--- src/rtl/fpu_operand_loader.sv ---
// Operand-side sequencer for the FPU: collects 32-bit words into two 64-bit
// operand registers and pulses cyc0_rdy/cyc1_rdy as each operand completes.
//   state | meaning
//   IDLE  | waiting for op_valid
//   LOAD0 | collecting operand 0 words
//   LOAD1 | collecting operand 1 words
//   EXEC  | operands held until exec_done
module fpu_operand_loader (
  input  logic        clk,
  input  logic        reset_l,
  input  logic        op_valid,
  input  logic [1:0]  op_prec,
  input  logic        op_two,
  input  logic [31:0] din,
  input  logic        din_valid,
  output logic        din_rdy,
  input  logic        exec_done,
  input  logic        kill,
  output logic        cyc0_rdy,
  output logic        cyc1_rdy,
  output logic [2:0]  cyc0_type,
  output logic [63:0] op0,
  output logic [63:0] op1,
  output logic        busy
);

  typedef enum logic [1:0] {S_IDLE, S_LOAD0, S_LOAD1, S_EXEC} state_t;

  state_t      state, state_nx;
  logic [1:0]  prec;
  logic        two;
  logic        cnt;
  logic        wide;
  logic        accept;
  logic        xfer;
  logic        last;

  function automatic logic [2:0] type_of(input logic [1:0] p, input logic t);
    case (p)
      2'd0:    type_of = 3'd1;
      2'd1:    type_of = t ? 3'd0 : 3'd3;
      2'd2:    type_of = 3'd4;
      default: type_of = 3'd2;
    endcase
  endfunction

  // Narrow formats clear lo when hi is written; wide formats fill hi then lo.
  function automatic logic [63:0] merge(input logic [63:0] old, input logic [31:0] w,
                                        input logic c, input logic wd);
    if (!c) merge = {w, wd ? old[31:0] : 32'h0};
    else    merge = {old[63:32], w};
  endfunction

  assign wide   = prec[0];
  assign accept = (state == S_IDLE) && op_valid && !kill;
  assign xfer   = din_valid && din_rdy && !kill;
  assign last   = !wide || cnt;

  always_ff @(posedge clk or negedge reset_l) begin
    if (!reset_l) state <= S_IDLE;
    else          state <= state_nx;
  end

  always_comb begin
    state_nx = state;
    if (kill) begin
      state_nx = S_IDLE;
    end else begin
      case (state)
        S_IDLE:  if (op_valid) state_nx = S_LOAD0;
        S_LOAD0: if (xfer && last) state_nx = two ? S_LOAD1 : S_EXEC;
        S_LOAD1: if (xfer && last) state_nx = S_EXEC;
        S_EXEC:  if (exec_done) state_nx = S_IDLE;
        default: state_nx = S_IDLE;
      endcase
    end
  end

  always_comb begin
    din_rdy = (state == S_LOAD0) || (state == S_LOAD1);
    busy    = (state != S_IDLE);
  end

  always_ff @(posedge clk or negedge reset_l) begin
    if (!reset_l) begin
      prec      <= 2'd0;
      two       <= 1'b0;
      cnt       <= 1'b0;
      cyc0_type <= 3'd0;
      op0       <= 64'h0;
      op1       <= 64'h0;
      cyc0_rdy  <= 1'b0;
      cyc1_rdy  <= 1'b0;
    end else begin
      cyc0_rdy <= xfer && (state == S_LOAD0) && last;
      cyc1_rdy <= xfer && (state == S_LOAD1) && last;
      if (kill) begin
        cnt <= 1'b0;
      end else if (accept) begin
        prec      <= op_prec;
        two       <= op_two;
        cyc0_type <= type_of(op_prec, op_two);
        cnt       <= 1'b0;
      end else if (xfer) begin
        cnt <= !last;
      end
      if (xfer && (state == S_LOAD0)) op0 <= merge(op0, din, cnt, wide);
      if (xfer && (state == S_LOAD1)) op1 <= merge(op1, din, cnt, wide);
    end
  end

endmodule

--- config.mk ---
export PLATFORM = sky130hd
export DESIGN_NAME = fpu_operand_loader
export DESIGN_NICKNAME = d
export VERILOG_FILES = /design/src/rtl/fpu_operand_loader.sv
export SDC_FILE = /design/constraint.sdc
export NUM_CORES = 1
export LEC_CHECK = 0
export ABC_CLOCK_PERIOD_IN_PS = 2100
export BUFFER_PORTS_ARGS = -buffer_cell sky130_fd_sc_hd__clkbuf_2
export CORE_ASPECT_RATIO = 2
export CORE_MARGIN = 2
export CORE_UTILIZATION = 50
export CTS_CLUSTER_DIAMETER = 30
export DETAILED_ROUTE_END_ITERATION = 8
export PLACE_DENSITY = 0.79
export SLEW_MARGIN = 20
export SYNTH_ARGS = -nofsm -noshare
export SYNTH_HDL_FRONTEND = slang
export SYNTH_SLANG_ARGS = --single-unit
export TNS_END_PERCENT = 100
--- constraint.sdc ---
create_clock -name clk -period 2.1 [get_ports clk]
set_clock_uncertainty 0.05 [all_clocks]
set_input_delay 0.42 -clock clk [delete_from_list [all_inputs] [get_ports clk]]
set_output_delay 0.42 -clock clk [all_outputs]
set_load 0.005 [all_outputs]
# Word level (Yosys, flattened, before mapping)
# Index checks and enable logic that the tools add are counted.
totals:
  input_bits: 41
  reg_bits: 138
  output_inout_bits: 135
op_classes:
  n_reduce_logical: 24
  eq_ne: 10
  n_bitwise: 2
  mux: 15
op_table:
  columns: ["operator", "n"]
  rows:
  - ["$mux W32", 3]
  - ["$mux W2", 6]
  - ["$ne A3 B3 Y1 const B", 4]
  - ["$reduce_and A2 Y1", 5]
  - ["$logic_and A1 B1 Y1", 9]
  - ["$pmux W3 S3", 1]
  - ["$pmux W2 S4", 1]
  - ["$eq A2 B2 Y1 const B", 3]
  - ["$eq A2 B1 Y1 const B", 2]
  - ["$logic_not A2 Y1", 2]
  - ["$mux W1", 4]
  - ["$reduce_and A4 Y1", 1]
  - ["$logic_not A1 Y1", 3]
  - ["$reduce_bool A3 Y1", 1]
  - ["$logic_or A1 B1 Y1", 2]
  - ["$ne A2 B1 Y1 const B", 1]
  - ["$not A1 Y1", 2]
  - ["$reduce_bool A2 Y1", 1]

# Logic depth before layout (Yosys ltp)
logic_depth:
  depth_word: 8
  depth_mapped: 8

# Worst setup path before layout
# Ideal clock, no wire load.
synth_path:
  path_type: "register to register"
  start: "reg state[0]"
  end: "reg op0[44]"
  slack_ps: 242
  setup_time_ps: 125
  required_time_ps: 1925
  path_stages_with_launch: 8
  period_less_slack_ps: 1858
  arrival_ps: 1683
  cell_sequence: "dfrtp_1 inv_1 ha_1 nand2b_4 nor3b_4 nand2_2 buf_6 mux2_4"
synth_between:
  elab_chain_cells: 6
  elab_cells_between_ends: 7
  classes_between: "eq/ne: 2; reduce/logical: 5"
synth_rtl:
  columns: ["item", "line_no", "text"]
  rows:
  - ["start, declared", "29", "state_t state, state_nx;"]
  - ["start signal, assigned", "61", "else state <= state_nx;"]
  - ["$eq A2 B1 Y1 or $eq A2 B2 Y1 (tied branches)", "80", "din_rdy = (state == S_LOAD0) || (state == S_LOAD1);"]
  - ["$logic_or A1 B1 Y1 *", "80", null]
  - ["net din_rdy", "16", "output logic din_rdy,"]
  - ["$logic_and A1 B1 Y1 * (2 in a row)", "56", "assign xfer = din_valid && din_rdy && !kill;"]
  - ["$logic_and A1 B1 Y1 *", "107", "if (xfer && (state == S_LOAD0)) op0 <= merge(op0, din, cnt, wide);"]
  - ["$reduce_and A2 Y1 (no source line) *", null, null]
  - ["end signal, assigned", "107", null]
  - ["end, declared", "22", "output logic [63:0] op0,"]
# Mark *: on every way through the listed nets, which the timed path passes. The rest lies on a longest branch.
# A chain may end at the register's enable or synchronous reset.

# Worst setup path after layout
layout_path:
  start: "reg state[1]"
  end: "reg op0[63]"
layout_between:
  elab_chain_cells: 6
  elab_cells_between_ends: 7
  classes_between: "eq/ne: 2; reduce/logical: 5"
layout_rtl:
  columns: ["item", "line_no"]
  rows:
  - ["$eq A2 B1 Y1 or $eq A2 B2 Y1 (tied branches)", "80, 107"]
  - ["$logic_or A1 B1 Y1", "80"]
  - ["$logic_and A1 B1 Y1 (2 in a row)", "56"]
  - ["$logic_and A1 B1 Y1 *", "107"]
  - ["$reduce_and A2 Y1 (no source line) *", null]
# Mark *: on every way between the ends. The rest lies on a longest branch, timed or not.

==> results.md <==
* Status: finished, final reports clean
* Initial Utilization at 0.511
* Initial antenna violation count at 0
* Cells after Synth at 431
* Register area share after synthesis at 0.649
* Yosys warns at 0
* Drt total wl at 12.9 mm
* Pin count of the biggest net entering global routing at 66
* Dpl cells at 730
* Peak supply drop at 773 uV
* Setup TNS Final at 0 ns
* Max Cap Viol at 0
* Final worst-path cycle share at 0.943
* Insertion delay to the later sink of the worst-skew pair at 0.41 ns
* Final worst path period need at 1.98 ns
* TritonCTS clock tree: done
* Reg clk slew, reported paths at 0.06 ns
* Die Span X at 76.9 um
* CP max FO at 19
* Max frequency at 505 MHz
* Max H-tree Level at 4
* Max Slew Vio Count at 0
* Vias per std cell at 5.15
* Non-Filler Instances at 763
* R2R Setup Slk at 0.12 ns
* Unrepaired setup endpoints after global routing: no
* Setup violators final at 0
* Max Root-Sink Buffers at 2
* Congestion Overflow GR at 0
* Die area at 0.0115 mm^2
* Async SR Flop Fraction at 1.00
* Core Box Area at 0.0104 mm^2
* Syn_area_per_cell at 12.3 um^2
* Global-route wire length before repair at 20.7 mm
* Synth Register Bits at 138
* Layout cell share with drive strength beyond 1 at 0.460
* Post-Syn Nets at 476
* Pwr dens at 1320 mW/mm^2
* Routability cong. at 0.815
* Clk sink count at 138
* Critical path class: flip-flop to flip-flop
* Post-CTS setup buffers at 0
* Slew HR at 0.661
* Clock root buffer: clkbuf_16
* Critical Path End Type: flip-flop
* Worst slew pin tran at 0.509 ns
* Synth Flop Type: dfrtp_1
* Cells on worst reg2reg path at 7
* Vias in the first global route at 4048
* Data required, critical path at 2.34 ns
* EDFF count, synth at 0
* Cell row count at 53
* I/O pin cnt at 176
* Routed len/inst at 16.9 um
* Drt pass-1 iters at 5
* Unique masters post-synth at 25
* CP Launch Type: flip-flop
* Final ANT Viol Nets at 0
* Area grow syn2layout at 31.3%
* LEAKAGE at 0.00360 uW
* Crit path DAT at 2.22 ns
* DP Wirelength at 9.40 mm
* Placed inst area at 0.00634 mm^2
* Hold violation count in the final report at 0
* WHS Path Cells at 2
* Via count at 3929
* GRT Util Overall at 0.236
* Final Instance Area at 0.00699 mm^2
* Port Buf Inserts at 175
* Drt drc at 0
* Post-Syn Area at 0.00532 mm^2
* Layout Nets at 658
* Die H at 150 um
* Total CTS buffers at 17
* Drt initial violations at 176
* # diodes at 0
* Worst hold path type: input pin to flip-flop
cell usage in the layout, fill, tap and decap left out, drive strengths merged, types with 2 or more instances in the layout:
cell and instances:
clkbuf 193, ha 4, o21ai 68, clkinvlp 4
nor2 2, a211oi 3, nand2b 3, a21oi 4
buf 12, nand2 102, inv 11, mux2 66
dfrtp 138, bufinv 4, clkinv 2, nand4 2
cell type report:
class	count	area (um^2)
Sequential cell	138	3450
Fill cell	768	3420
Multi-Input combinational cell	261	1690
Timing Repair Buffer	187	1010
Clock buffer	19	443
Clock inverter	13	190
Tap cell	137	171
Inverter	8	30.0
where the power goes:
group | total, uW | internal, uW | switching, uW
Sequential | 3900 | 3440 | 458
Combinational | 2220 | 1200 | 1020
Clock | 3140 | 2030 | 1110
worst paths after layout:
path	from	endpoint
min reg2reg	op0[21]	op0[21]
max in group asynchronous	reset_l	op0[50]
max	state[1]	op0[63]
min	op_valid	cnt
max reg2reg	state[1]	op0[63]
min in group asynchronous	reset_l	op0[16]
stage by stage:
step / setup slack (ns) / hold WS (ns) / util / total power, uW
CTS: 0.0793 / 0.171 / 0.671 / 9340
finish: 0.120 / 0.189 / 0.671 / 9250
global placement: 0.165 / 0.351 / 0.609 / 6040
floorplan: 0.242 / 0.0744 / - / 4950
detailed placement: 0.0870 / 0.354 / 0.609 / 6170
global route: 0.0122 / 0.184 / 0.671 / 9740
worst max-delay path, stage by stage, from the launching register on:
cell and delay, ns:
dfrtp_1 0.39, inv_1 0.10, ha_1 0.37, nand2b_4 0.08, nor3b_4 0.23, nand2_2 0.08
buf_4 0.23, mux2_4 0.32
registers in the layout, indices dropped and copies added, names as in the netlist:
register and flops:
cyc1_rdy 1, cnt 1, state 2, cyc0_type 3, op0 64, prec 1
two 1, op1 64, cyc0_rdy 1
cells in the mapped netlist, types with 3 or more instances:
library cell | number | area share
o21ai_0 | 68 | 0.064
nand2_1 | 100 | 0.071
clkbuf_1 | 7 | 0.0049
mux2_4 | 4 | 0.011
buf_6 | 6 | 0.013
inv_1 | 8 | 0.0056
dfrtp_1 | 138 | 0.65
a211oi_1 | 3 | 0.0042
ha_1 | 4 | 0.0094
a21oi_1 | 4 | 0.0038
buf_2 | 10 | 0.0094
mux2_2 | 62 | 0.13
per-layer routing:
layer  vias up  wire length [um]  track usage  part of all wire
met5         -                 0            0                 0
li1       1819                 -            -                 -
met3        30               637       0.0682             0.050
met4         0               434        0.107             0.034
met1      1928              4530        0.263              0.35
met2       152              7260        0.415              0.56
cells by family (layout without fill, tap and decap cells):
group | Yosys count | in the layout | share of synthesized area
AOI/OAI and AO/OA | 77 | 77 | 0.0745
adders and majority gates | 4 | 4 | 0.00941
buffers and inverters | 32 | 227 | 0.0341
DFF | 138 | 138 | 0.649
muxes | 67 | 67 | 0.144
and+or+nand+nor | 113 | 113 | 0.0886
repair_timing:
action / in CTS / in global routing
hold buffers: 1 / 0
setup endpoints to repair: 0 / 37
gates resized for setup: 0 / 1
endpoints found under the hold margin: 52 / 0
No activity file was read; power rests on OpenSTA's default activity.
